<file path="src/rtl/alu_pkg.sv">
// rtl/alu_pkg.sv - shared opcodes, FSM state encoding and flag indices for the ALU share controller
package alu_pkg;

    localparam logic [3:0] OP_ADD = 4'h0;
    localparam logic [3:0] OP_SUB = 4'h1;
    localparam logic [3:0] OP_AND = 4'h2;
    localparam logic [3:0] OP_OR  = 4'h3;
    localparam logic [3:0] OP_XOR = 4'h4;
    localparam logic [3:0] OP_NOT = 4'h5;
    localparam logic [3:0] OP_SHL = 4'h6;
    localparam logic [3:0] OP_SHR = 4'h7;
    localparam logic [3:0] OP_MOV = 4'h8;
    localparam logic [3:0] OP_CMP = 4'h9;
    localparam logic [3:0] OP_HLT = 4'hF;

    typedef enum logic [1:0] {
        ST_IDLE = 2'd0,
        ST_EXEC = 2'd1,
        ST_RESP = 2'd2
    } state_e;

    // Bit positions inside the {Z,V,N} flag register
    localparam int FLAG_Z = 2;
    localparam int FLAG_V = 1;
    localparam int FLAG_N = 0;

endpackage

</file>
<file path="src/rtl/arb_rr2.sv">
// rtl/arb_rr2.sv - two-way round-robin grant; ALU_SHARE_FIXED_PRIO_EN selects fixed port-0 priority
module arb_rr2 (
    input  logic       clk_i,
    input  logic       rst_i,
    input  logic [1:0] req_i,
    input  logic       adv_i,
    output logic [1:0] grant_o
);

`ifdef ALU_SHARE_FIXED_PRIO_EN

    // Port 0 wins every contention; no pointer state exists in this build
    always_comb begin
        grant_o = 2'b00;
        if (req_i[0]) begin
            grant_o = 2'b01;
        end else if (req_i[1]) begin
            grant_o = 2'b10;
        end
    end

    logic unused_ok;
    assign unused_ok = ^{clk_i, rst_i, adv_i};

`else

    // ptr_q names the port favoured on the next contention (0 after reset)
    logic ptr_q;
    logic ptr_d;

    // Sole requester wins outright; the pointer only breaks ties
    always_comb begin
        grant_o = req_i;
        if (req_i == 2'b11) begin
            grant_o = ptr_q ? 2'b10 : 2'b01;
        end
    end

    // After a grant, favour the port that was not granted
    always_comb begin
        ptr_d = ptr_q;
        if (adv_i) begin
            ptr_d = grant_o[0];
        end
    end

    // Pointer register
    always_ff @(posedge clk_i) begin
        if (rst_i) begin
            ptr_q <= 1'b0;
        end else begin
            ptr_q <= ptr_d;
        end
    end

`endif

endmodule

</file>
<file path="src/rtl/alu_share_ctrl.sv">
// rtl/alu_share_ctrl.sv - shares one EX-stage ALU between two requesters and owns the {Z,V,N} flags; honours ALU_SHARE_FIXED_PRIO_EN
module alu_share_ctrl
    import alu_pkg::*;
#(
    parameter int DATA_W = 16,
    parameter int OP_W   = 4
) (
    input  logic              clk_i,
    input  logic              rst_i,
    input  logic              req0_valid_i,
    output logic              req0_ready_o,
    input  logic [OP_W-1:0]   req0_op_i,
    input  logic [DATA_W-1:0] req0_a_i,
    input  logic [DATA_W-1:0] req0_b_i,
    input  logic              req1_valid_i,
    output logic              req1_ready_o,
    input  logic [OP_W-1:0]   req1_op_i,
    input  logic [DATA_W-1:0] req1_a_i,
    input  logic [DATA_W-1:0] req1_b_i,
    output logic              rsp_valid_o,
    output logic              rsp_id_o,
    output logic [DATA_W-1:0] rsp_data_o,
    input  logic              rsp_ready_i,
    output logic [DATA_W-1:0] alu_in1_o,
    output logic [DATA_W-1:0] alu_in2_o,
    output logic [OP_W-1:0]   alu_op_o,
    input  logic [DATA_W-1:0] alu_out_i,
    input  logic              alu_ovfl_i,
    input  logic              alu_neg_i,
    input  logic              alu_fwr_i,
    output logic [2:0]        flags_o
);

    state_e            state_q;
    logic [OP_W-1:0]   hold_op_q;
    logic [DATA_W-1:0] hold_a_q;
    logic [DATA_W-1:0] hold_b_q;
    logic              hold_id_q;
    logic              rsp_valid_q;
    logic [DATA_W-1:0] rsp_data_q;
    logic [2:0]        flags_q;
    logic [2:0]        flags_d;

    logic [1:0] grant;
    logic       in_idle;
    logic       hs;
    logic       sets_vn;

    assign in_idle = (state_q == ST_IDLE);

    arb_rr2 u_arb (
        .clk_i   (clk_i),
        .rst_i   (rst_i),
        .req_i   ({req1_valid_i, req0_valid_i}),
        .adv_i   (hs),
        .grant_o (grant)
    );

    // Ready only for the granted port and only while idle, so RESP/EXEC accept nothing
    assign req0_ready_o = in_idle & grant[0];
    assign req1_ready_o = in_idle & grant[1];
    assign hs           = (req0_valid_i & req0_ready_o) | (req1_valid_i & req1_ready_o);

    assign alu_in1_o   = hold_a_q;
    assign alu_in2_o   = hold_b_q;
    assign alu_op_o    = hold_op_q;
    assign rsp_valid_o = rsp_valid_q;
    assign rsp_id_o    = hold_id_q;
    assign rsp_data_o  = rsp_data_q;
    assign flags_o     = flags_q;

    // Only ADD/SUB produce meaningful overflow/negative; other ops keep V and N
    assign sets_vn = (hold_op_q == OP_W'(OP_ADD)) || (hold_op_q == OP_W'(OP_SUB));

    // Flag update happens in EXEC for port 0 flag-writing ops; port 1 never touches flags
    always_comb begin
        flags_d = flags_q;
        if ((state_q == ST_EXEC) && alu_fwr_i && !hold_id_q) begin
            flags_d[FLAG_Z] = (alu_out_i == '0);
            if (sets_vn) begin
                flags_d[FLAG_V] = alu_ovfl_i;
                flags_d[FLAG_N] = alu_neg_i;
            end
        end
    end

    // Sequencer: IDLE latches the granted request, EXEC captures the ALU result, RESP holds it
    always_ff @(posedge clk_i) begin
        if (rst_i) begin
            state_q     <= ST_IDLE;
            hold_op_q   <= '0;
            hold_a_q    <= '0;
            hold_b_q    <= '0;
            hold_id_q   <= 1'b0;
            rsp_valid_q <= 1'b0;
            rsp_data_q  <= '0;
            flags_q     <= 3'b000;
        end else begin
            flags_q <= flags_d;
            case (state_q)
                ST_IDLE: begin
                    if (hs) begin
                        hold_id_q <= grant[1];
                        hold_op_q <= grant[1] ? req1_op_i : req0_op_i;
                        hold_a_q  <= grant[1] ? req1_a_i  : req0_a_i;
                        hold_b_q  <= grant[1] ? req1_b_i  : req0_b_i;
                        state_q   <= ST_EXEC;
                    end
                end
                ST_EXEC: begin
                    rsp_data_q  <= alu_out_i;
                    rsp_valid_q <= 1'b1;
                    state_q     <= ST_RESP;
                end
                ST_RESP: begin
                    if (rsp_ready_i) begin
                        rsp_valid_q <= 1'b0;
                        state_q     <= ST_IDLE;
                    end
                end
                default: begin
                    rsp_valid_q <= 1'b0;
                    state_q     <= ST_IDLE;
                end
            endcase
        end
    end

endmodule

</file>
<file path="config.mk">
export PLATFORM = sky130hd
export DESIGN_NAME = alu_share_ctrl
export DESIGN_NICKNAME = d
export VERILOG_FILES = /design/src/rtl/alu_pkg.sv /design/src/rtl/arb_rr2.sv /design/src/rtl/alu_share_ctrl.sv
export SDC_FILE = /design/constraint.sdc
export NUM_CORES = 1
export LEC_CHECK = 0
export CAP_MARGIN = 20
export CORE_MARGIN = 2
export CORE_UTILIZATION = 38
export CTS_CLUSTER_DIAMETER = 200
export DETAILED_ROUTE_END_ITERATION = 6
export PLACE_DENSITY = 0.78
export SKIP_CTS_REPAIR_TIMING = 1
export SYNTH_ARGS = -nofsm -noshare
export SYNTH_HDL_FRONTEND = slang
export SYNTH_HIERARCHICAL = 1
export SYNTH_SLANG_ARGS = --single-unit
</file>
<file path="constraint.sdc">
create_clock -name clk_i -period 1.88 [get_ports clk_i]
set_clock_uncertainty 0.15 [all_clocks]
set_input_delay 0.376 -clock clk_i [delete_from_list [all_inputs] [get_ports clk_i]]
set_output_delay 0.376 -clock clk_i [all_outputs]
set_load 0.05 [all_outputs]
</file>
After elaboration in Yosys (flattened, before gate mapping)
Cells that the tools add are included.
{"block": "totals", "regBits": 60, "in_bits": 96, "wordCells": 43}
{"block": "op_classes", "eq_ne": 6, "n_mux": 10, "n_bitwise": 6, "reduce_logical": 11}
{"operator": "2-to-1 mux 16 bit", "n": 2}
{"operator": "zero test 16 bit", "n": 1}
{"operator": "2-to-1 mux 2 bit", "n": 4}
{"operator": "AND reduction 2 bit", "n": 4}
{"operator": "one-hot mux 2 bit (3 select lines)", "n": 1}
{"operator": "AND 1 bit", "n": 4}
{"operator": "equality test 2 bit, second input constant", "n": 2}
{"operator": "equality test 4 x 1 -> 1 bit, second input constant", "n": 1}
{"operator": "zero test 4 bit", "n": 1}
{"operator": "2-to-1 mux 4 bit", "n": 1}
{"operator": "one-hot mux 1 bit (3 select lines)", "n": 1}
{"operator": "equality test 2 x 1 -> 1 bit, second input constant", "n": 1}
{"operator": "logical AND 1 bit", "n": 2}
{"operator": "zero test 2 bit", "n": 1}
{"operator": "!= test 2 x 1 -> 1 bit, second input constant", "n": 1}
{"operator": "!= test 2 bit, second input constant", "n": 1}
{"operator": "zero test 1 bit", "n": 1}
{"operator": "logical OR 1 bit", "n": 1}
{"operator": "2-to-1 mux 1 bit", "n": 1}
{"operator": "NOT 1 bit", "n": 1}
{"operator": "OR 1 bit", "n": 1}

Longest topological paths before layout
Gate-level depths: netlist of run 1.
{"block": "depth", "word_depth": 7, "depth_mapped": 7}

Hierarchy
The synthesis of run 1 kept the hierarchy.
{"module": "alu_share_ctrl", "n_inst": 1, "cells_per_inst": 276, "area_per_inst_um2": 2642.5}
{"module": "arb_rr2", "n_inst": 1, "cells_per_inst": 7, "area_per_inst_um2": 67.6}

Least setup slack after synthesis of run 1
Ideal clock, no wire load.
{"block": "synth_timing", "path_type": "input port to output port", "startpoint": "input req1_valid_i", "endpoint": "output req1_ready_o", "arrival_time_ns": 1.503, "t_required_ns": 1.354, "setup_slack_ns": -0.149, "cell_stages": 4, "path_buffers": 2, "path_cell_list": "a21boi_0 -> buf_4 -> buf_4 -> and2_1"}
{"block": "synth_between", "elab_chain_cells": 3}
{"element": "start, declared", "line": "alu_share_ctrl.sv:15", "text": "input logic req1_valid_i,"}
{"element": "equality test 2 bit", "line": "arb_rr2.sv:34", "text": "if (req_i == 2'b11) begin"}
{"element": "2-to-1 mux 2 bit (*)", "line": "arb_rr2.sv:34"}
{"element": "AND 1 bit (*)", "line": "alu_share_ctrl.sv:61", "text": "assign req1_ready_o = in_idle & grant[1];"}
{"element": "end, declared", "line": "alu_share_ctrl.sv:16", "text": "output logic req1_ready_o,"}
Mark *: on every way between the ends. The rest lies on a longest branch, timed or not.

Worst setup path in the final report of run 1
{"block": "layout_timing", "startpoint": "register u_arb.ptr_q", "endpoint": "output req1_ready_o"}
{"block": "layout_between", "elab_chain_cells": 3}
{"element": "start, declared", "line": "arb_rr2.sv:28", "text": "logic ptr_q;"}
{"element": "start signal, assigned", "line": "arb_rr2.sv:52", "text": "ptr_q <= ptr_d;"}
{"element": "2-to-1 mux 2 bit", "line": "arb_rr2.sv:35", "text": "grant_o = ptr_q ? 2'b10 : 2'b01;"}
{"element": "2-to-1 mux 2 bit", "line": "arb_rr2.sv:34"}
{"element": "via grant[1]", "line": "alu_share_ctrl.sv:44", "text": "logic [1:0] grant;"}
{"element": "AND 1 bit", "line": "alu_share_ctrl.sv:61"}
The timed path passes the listed nets, and every way through them passes these cells.

==> results of run 1 <==
[cell usage after synthesis (2+ instances only)]
cell type / n
nor3_1: 2
nand3_1: 3
buf_6: 2
nor2b_1: 3
o21ai_0: 2
buf_2: 14
buf_4: 3
a211oi_1: 17
nand2_1: 32
mux2i_1: 36
dfxtp_1: 60
nor2_1: 5
a211oi_2: 20
inv_1: 2
and2_1: 3
nor4_1: 4
clkbuf_1: 7
a21oi_1: 56
[metrics by stage]
step | instances | utilization [%] | area [sq um] | worst slack, ns | total power, mW
finish | 541 | 66.2 | 4520 | 0.0827 | 3.72
global route | 541 | 66.2 | 4520 | 0.0151 | 3.90
global placement | 521 | 63.1 | 4310 | -0.251 | 2.72
detailed placement | 521 | 63.1 | 4310 | -0.349 | 2.75
floorplan | 283 | - | 2710 | 0.0482 | 2.23
CTS | 537 | 65.6 | 4480 | -0.225 | 3.75
[worst reg2reg max path, stage by stage, from the launching register on]
cell and delay [ns]:
dfxtp_1 0.39, nor2_4 0.18, buf_4 0.17, buf_4 0.32, a21oi_1 0.13, a211oi_1 0.24
[kinds of logic (layout without fill, tap and decap cells)]
logic type      count (synthesis)  after routing
simple gates                   58             58
buf+inv                        29            191
flops                          60             60
mux                            36             36
compound gates                100            100
[power groups by stage]
stage / Clock (mW) / Sequential, mW / Combinational (mW)
3_5_place_dp: 0 / 1.48 / 1.27
4_1_cts: 1.02 / 1.45 / 1.27
6_report: 0.991 / 1.45 / 1.27
2_1_floorplan: 0 / 1.82 / 0.409
3_3_place_gp: 0 / 1.47 / 1.25
5_1_grt: 1.08 / 1.46 / 1.35
[path summary, 6_finish.rpt]
path | startpoint | endpoint | depth (start not counted)
setup / recovery | u_arb/ptr_q$_SDFFE_PP0P_ | req1_ready_o | 5
hold / removal | rsp_data_o[9]$_SDFFE_PP0N_ | rsp_data_o[9]$_SDFFE_PP0N_ | 2
setup reg to reg | state_q[0]$_SDFFE_PP0P_ | alu_in2_o[7]$_SDFFE_PP0P_ | 5
hold reg to reg | rsp_data_o[9]$_SDFFE_PP0N_ | rsp_data_o[9]$_SDFFE_PP0N_ | 2
[layer usage]
layer,global-route usage [%],vias up
li1,-,1343
met1,24.4,1289
met2,32.3,89
met3,3.82,4
met4,7.02,0
met5,0,-
[layout make-up]
type | count | area [sq um]
clock inverters | 4 | 25.0
inverters | 2 | 7.51
fillers | 586 | 2310
multi-input cells | 194 | 1380
flip-flops and latches | 60 | 1200
well taps | 96 | 120
repair buffers | 173 | 1640
clock buffers | 12 | 145
[flip-flops by register name, summed over array words and instances (netlist names)]
name	count
alu_in1_o	16
alu_in2_o	16
rsp_data_o	16
alu_op_o	4
flags_o	3
state_q	2
rsp_id_o	1
rsp_valid_o	1
u_arb/ptr_q	1
==> reports/summary.txt, run 1 <==
Routability congestion estimate -> 0.739
Setup Crit Path Kind -> flip-flop to output port
TritonCTS buffer count -> 9
CTS tree -> built
Chip Height -> 88.5 um
Crit-path cells -> inv_1 > a21boi_4 > buf_6 > and2_4 > buf_12
Clk Latency, worst-skew pair -> 0.32 ns
Drc violations -> 0
Net Count, Synth -> 379
Async S/R FF share, synth -> 0%
1st-pass router iterations -> 4
Final-report setup violation count -> 0
Synth Warn # -> 6
M1 WL -> 3.29 mm
Ys flop type -> dfxtp_1
Top post-synthesis cells by area -> dfxtp_1 (44%), mux2i_1 (13%), a21oi_1 (10%)
Post-Synth XOR/XNOR Area -> 0%
Area of the mapped netlist -> 2710 sq um
Worst-path clk slew -> 0.07 ns
Register share of total power -> 39.1%
Seq/Total Area, Yosys -> 44.3%
Die Span X -> 88.5 um
Cell with the largest stage delay on the worst path -> dfxtp_2
Fmax achieved -> 556 MHz
Synthesis-stage register bit count -> 60
GRT Overall Usage -> 19.2%
Uppermost layer routed -> met4
Drt initial violations -> 98
Nets -> 536
Switching power -> 1.28 mW
Clk sinks -> 60
Critical path launch point type -> flip-flop
Mux share of post-synthesis cell area -> 13.3%
Max incr delay on CP -> 0.35 ns
CP Max Fanout -> 5
Setup TNS -> 0 ns
Clock Path Buffers -> 2
Leading cell types in the layout, fill and taps excluded -> clkdlybuf4s50_1 (92), buf_4 (69), dfxtp_1 (59), a21oi_1 (56), mux2i_1 (36)
Core Footprint -> 6830 sq um
Synth Area in Compound Gates -> 26.4%
Crit path time final -> 1.80 ns
Final Hold Fails -> 0
Post-synth top area share -> 44.3%
EDFF count, synth -> 0
Yosys cell types -> 30
Cells after Synth -> 283
CTS Root Cell -> clkbuf_8
WL final -> 7.75 mm
Pin count of the biggest net entering global routing -> 43
Clk pwr share -> 26.7%
P per Cell Area -> 822 nW/um^2
CP top delay family -> flip-flops
Flop-to-flop setup slack -> 0.22 ns
LEAKAGE -> 1.77 nW
Initial core utilization -> 39.7%
Avg Synthesized Cell Area -> 9.58 sq um
Leading area contributor after synthesis -> dfxtp_1
Status -> finished clean
Vias -> 2,725
Gr ovfl total -> 0
CP bufs+invs -> 3
H-tree depth -> 3
Buffers added on ports -> 154
Int Pwr -> 2.44 mW
Synthesized-area fraction occupied by adder cells -> 0%
Max Transition Viols Final -> 0
Post-route ant nets -> 0
Switching Share -> 34.4%
Max Cap Viol -> 0
Wire per inst -> 14.3 um
Required time of the critical path -> 1.35 ns
First-pass GRT wire length -> 11.8 mm
Number of vias per cell -> 5.04
N_diodes -> 0
Initial antenna violation count -> 0
Worst VDD drop -> 0.421 mV
Crit share post-route -> 95.6%
FP Rows -> 30
Worst-Margin Slew -> 0.606 ns
Worst hold margin -> 0.307 ns
IO Pins -> 155
Arr. time, crit path -> 1.27 ns
Min-Delay Path Class -> flip-flop to flip-flop
Largest family of logic cells by synthesized area -> compound AO/OA/AOI/OAI gates
Die ar. -> 7820 sq um
Share of power burned in combinational logic -> 34.3%
Layout cells sized above 1 -> 27.0%
Hpwl dp -> 5.85 mm
Simple-gate share of the synthesized area -> 10.4%
Most common cell after layout, fill and taps aside -> clkdlybuf4s50_1
Slew HR -> 59.6%
Routed wl met3 -> 540 um
RSZ-0062 raised after global routing -> false
Crit. End Element -> output port
Met2 routed WL -> 3.86 mm
Area delta synth->final -> 66.8%
Vias in the first global route -> 2,541
Power figures use the tool's default switching activity.
==> run 2: changes to the inputs <==
==> constraint.sdc (replaced) <==
create_clock -name clk_i -period 1.7 [get_ports clk_i]
set_clock_uncertainty 0.15 [all_clocks]
set_input_delay 0.34 -clock clk_i [delete_from_list [all_inputs] [get_ports clk_i]]
set_output_delay 0.34 -clock clk_i [all_outputs]
set_load 0.05 [all_outputs]
==> run 2 against run 1 <==
Against the previous run: the flow now finishes with violations (negative setup slack); count of clock-buffer cells in the layout is 2 lower; die area stayed put; design area is 18% higher; critical path depth stayed put; non-clock buffer count is 9 higher; clock power is 6% higher; first-iteration DRC count is 4.1% lower; routed wire length is 13% higher; total power is 20% higher; via count is 2.6% higher; combinational power is 38% higher; critical endpoint unchanged.
==> reports/summary.txt, run 2 (synthesized netlist as in run 1, its figures left out) <==
CP top delay family -> flip-flops
Drc violations -> 0 (unchanged)
Nets -> 545 (+1.7%)
Crit-path cells -> inv_2 > a21boi_4 > buf_6 > and2_4 > buf_12
IO Pins -> 155 (unchanged)
Fillers -> 464 (-21%)
Area delta synth->final -> 96.2%
Crit path to -> req1_ready_o
Die ar. -> 7820 sq um (unchanged)
Max Transition Viols Final -> 0 (unchanged)
CP Max Fanout -> 3 (-2)
PnR worst setup slack -> -0.0683 ns (-0.151 ns)
Hpwl dp -> 6.53 mm (+12%)
CTS Root Cell -> clkbuf_8
Crit path time final -> 1.77 ns
Worst Reg-to-Reg Cells -> 7 (+2)
Critical path launch point type -> flip-flop
Buffers added on ports -> 154 (unchanged)
Fmax achieved -> 566 MHz
Max Cap Viol -> 0 (unchanged)
Clk Latency, worst-skew pair -> 0.33 ns (about the same)
Gr ovfl total -> 0 (unchanged)
Worst r2r dst -> alu_in2_o[4]$_SDFFE_PP0P_
Initial core utilization -> 39.7% (unchanged)
P per Cell Area -> 838 nW/um^2 (+1.9%)
TritonCTS buffer count -> 9 (unchanged)
Clock Path Buffers -> 2 (unchanged)
Leading cell types in the layout, fill and taps excluded -> clkdlybuf4s50_1 (92), buf_12 (64), dfxtp_1 (57), a21oi_1 (56), mux2i_1 (33)
RSZ-0062 raised after global routing -> true
N_diodes -> 0 (unchanged)
Final-report setup violation count -> 1 (+1)
First-pass GRT wire length -> 13.1 mm (+11%)
Sequential cell area -> 1210 sq um (+0.42%)
Setup Crit Path Kind -> flip-flop to output port
Failing checks -> negative setup slack
Max incr delay on CP -> 0.36 ns (about the same)
FP Rows -> 30 (unchanged)
Placed inst area -> 5060 sq um (+17%)
H-tree depth -> 3 (unchanged)
Vias -> 2,795 (+2.6%)
Final Cell Area -> 5320 sq um (+18%)
Worst-Margin Slew -> 0.356 ns (-0.250 ns)
Number of vias per cell -> 5.09 (+1.1%)
Post-route ant nets -> 0 (unchanged)
Arr. time, crit path -> 1.28 ns (about the same)
Slew HR -> 76.0% (+16 points)
Worst VDD drop -> 0.415 mV (-1.5%)
Crit share post-route -> 104%
Required time of the critical path -> 1.21 ns (-0.14 ns)
Wire per inst -> 16.0 um (+11%)
Worst-path clk slew -> 0.07 ns (about the same)
Worst path depth -> 5 (unchanged)
GRT Overall Usage -> 21.4% (+2.3 points)
WL final -> 8.76 mm (+13%)
Status -> complete, but fails checks
Design Power -> 4.45 mW (+20%)
1st-pass router iterations -> 4 (unchanged)
LEAKAGE -> 2.00 nW (+13%)
CTS tree -> built
Flop-to-flop setup slack -> 0.05 ns (-0.17 ns)
Cell with the largest stage delay on the worst path -> dfxtp_2
CP bufs+invs -> 3 (unchanged)
Area of the multi-input gates -> 1420 sq um (+2.7%)
Min-Delay Path Class -> input port to flip-flop
Chip Height -> 88.5 um (unchanged)
Pin count of the biggest net entering global routing -> 40 (-7.0%)
Final Hold Fails -> 0 (unchanged)
Core Footprint -> 6830 sq um (unchanged)
Crit. End Element -> output port
Critical path startpoint -> u_arb/ptr_q$_SDFFE_PP0P_
R2r startpoint -> u_arb/ptr_q$_SDFFE_PP0P_
Routability congestion estimate -> 0.732 (-0.92%)
Die Span X -> 88.5 um (unchanged)
Vias in the first global route -> 2,732 (+7.5%)
Initial antenna violation count -> 0 (unchanged)
Clk sinks -> 60 (unchanged)
Most common cell after layout, fill and taps aside -> clkdlybuf4s50_1
Setup TNS -> -0.0683 ns (-0.0683 ns)
Drt initial violations -> 94 (-4.1%)
Layout cells sized above 1 -> 30.2% (+3.3 points)
-- run 2: cell count changes in the layout (fill, tap and decap cells not counted), sizes merged --
| cell | change |
|---|---|
| buf | +9 |
| clkbuf | -2 |
| clkinv | +1 |
-- run 2: final cells by class --
cell class | instances | area share [%]
flip-flops and latches | 60 | 22.7
clock buffers | 10 | 2.40
repair buffers | 182 | 45.3
well taps | 96 | 2.26
clock inverters | 5 | 0.565
multi-input cells | 194 | 26.6
inverters | 2 | 0.141
-- run 2: worst min-delay path by stage --
stage | start | slack (ns) | endpoint | depth (start not counted)
after floorplan | alu_out_i[0] | 0.33 | rsp_data_o[0]$_SDFFE_PP0N_ | 2
final | rst_i | 0.20 | alu_in1_o[12]$_SDFFE_PP0P_ | 2
after global routing | rst_i | 0.21 | alu_in1_o[11]$_SDFFE_PP0P_ | 2
after global placement | rsp_data_o[1]$_SDFFE_PP0N_ | 0.33 | rsp_data_o[1]$_SDFFE_PP0N_ | 2
after CTS | rst_i | 0.18 | alu_in1_o[12]$_SDFFE_PP0P_ | 2
after detailed placement | rsp_data_o[1]$_SDFFE_PP0N_ | 0.33 | rsp_data_o[1]$_SDFFE_PP0N_ | 2
-- run 2: report_power, final --
part | total [mW] | internal, mW | switching [mW]
clock network | 1.05 | 0.512 | 0.533
logic | 1.75 | 0.907 | 0.841
registers | 1.66 | 1.53 | 0.134
-- run 2: per-layer routing --
layer	wire length (um)	global-route usage (%)	up-vias	share of wire [%]
met4	136	7.99	0	1.6
met3	670	4.57	11	7.6
met1	3530	26.3	1307	40
li1	-	-	1366	-
met5	0	0	-	0
met2	4430	37.0	111	51
-- run 2: through the flow --
| stage | setup WS, ns | utilization (%) | hold slack (ns) | instances |
|---|---|---|---|---|
| 4_1_cts | -0.355 | 76.4 | 0.185 | 543 |
| 6_report | -0.0683 | 77.8 | 0.199 | 549 |
| 3_5_place_dp | -0.492 | 74.1 | 0.335 | 528 |
| 3_3_place_gp | -0.422 | 74.1 | 0.330 | 528 |
| 2_1_floorplan | 0.00773 | - | 0.326 | 283 |
| 5_1_grt | -0.0973 | 77.8 | 0.213 | 549 |
==> run 3: changes to the inputs <==
--- a/config.mk
+++ b/config.mk
@@ -9,6 +9,7 @@
 export CORE_MARGIN = 2
 export CORE_UTILIZATION = 38
 export CTS_CLUSTER_DIAMETER = 200
+export CTS_CLUSTER_SIZE = 28
 export DETAILED_ROUTE_END_ITERATION = 6
 export PLACE_DENSITY = 0.78
 export SKIP_CTS_REPAIR_TIMING = 1
==> results of run 3 <==
Same layout as run 2: the final DEF is identical, and so are final timing and power.
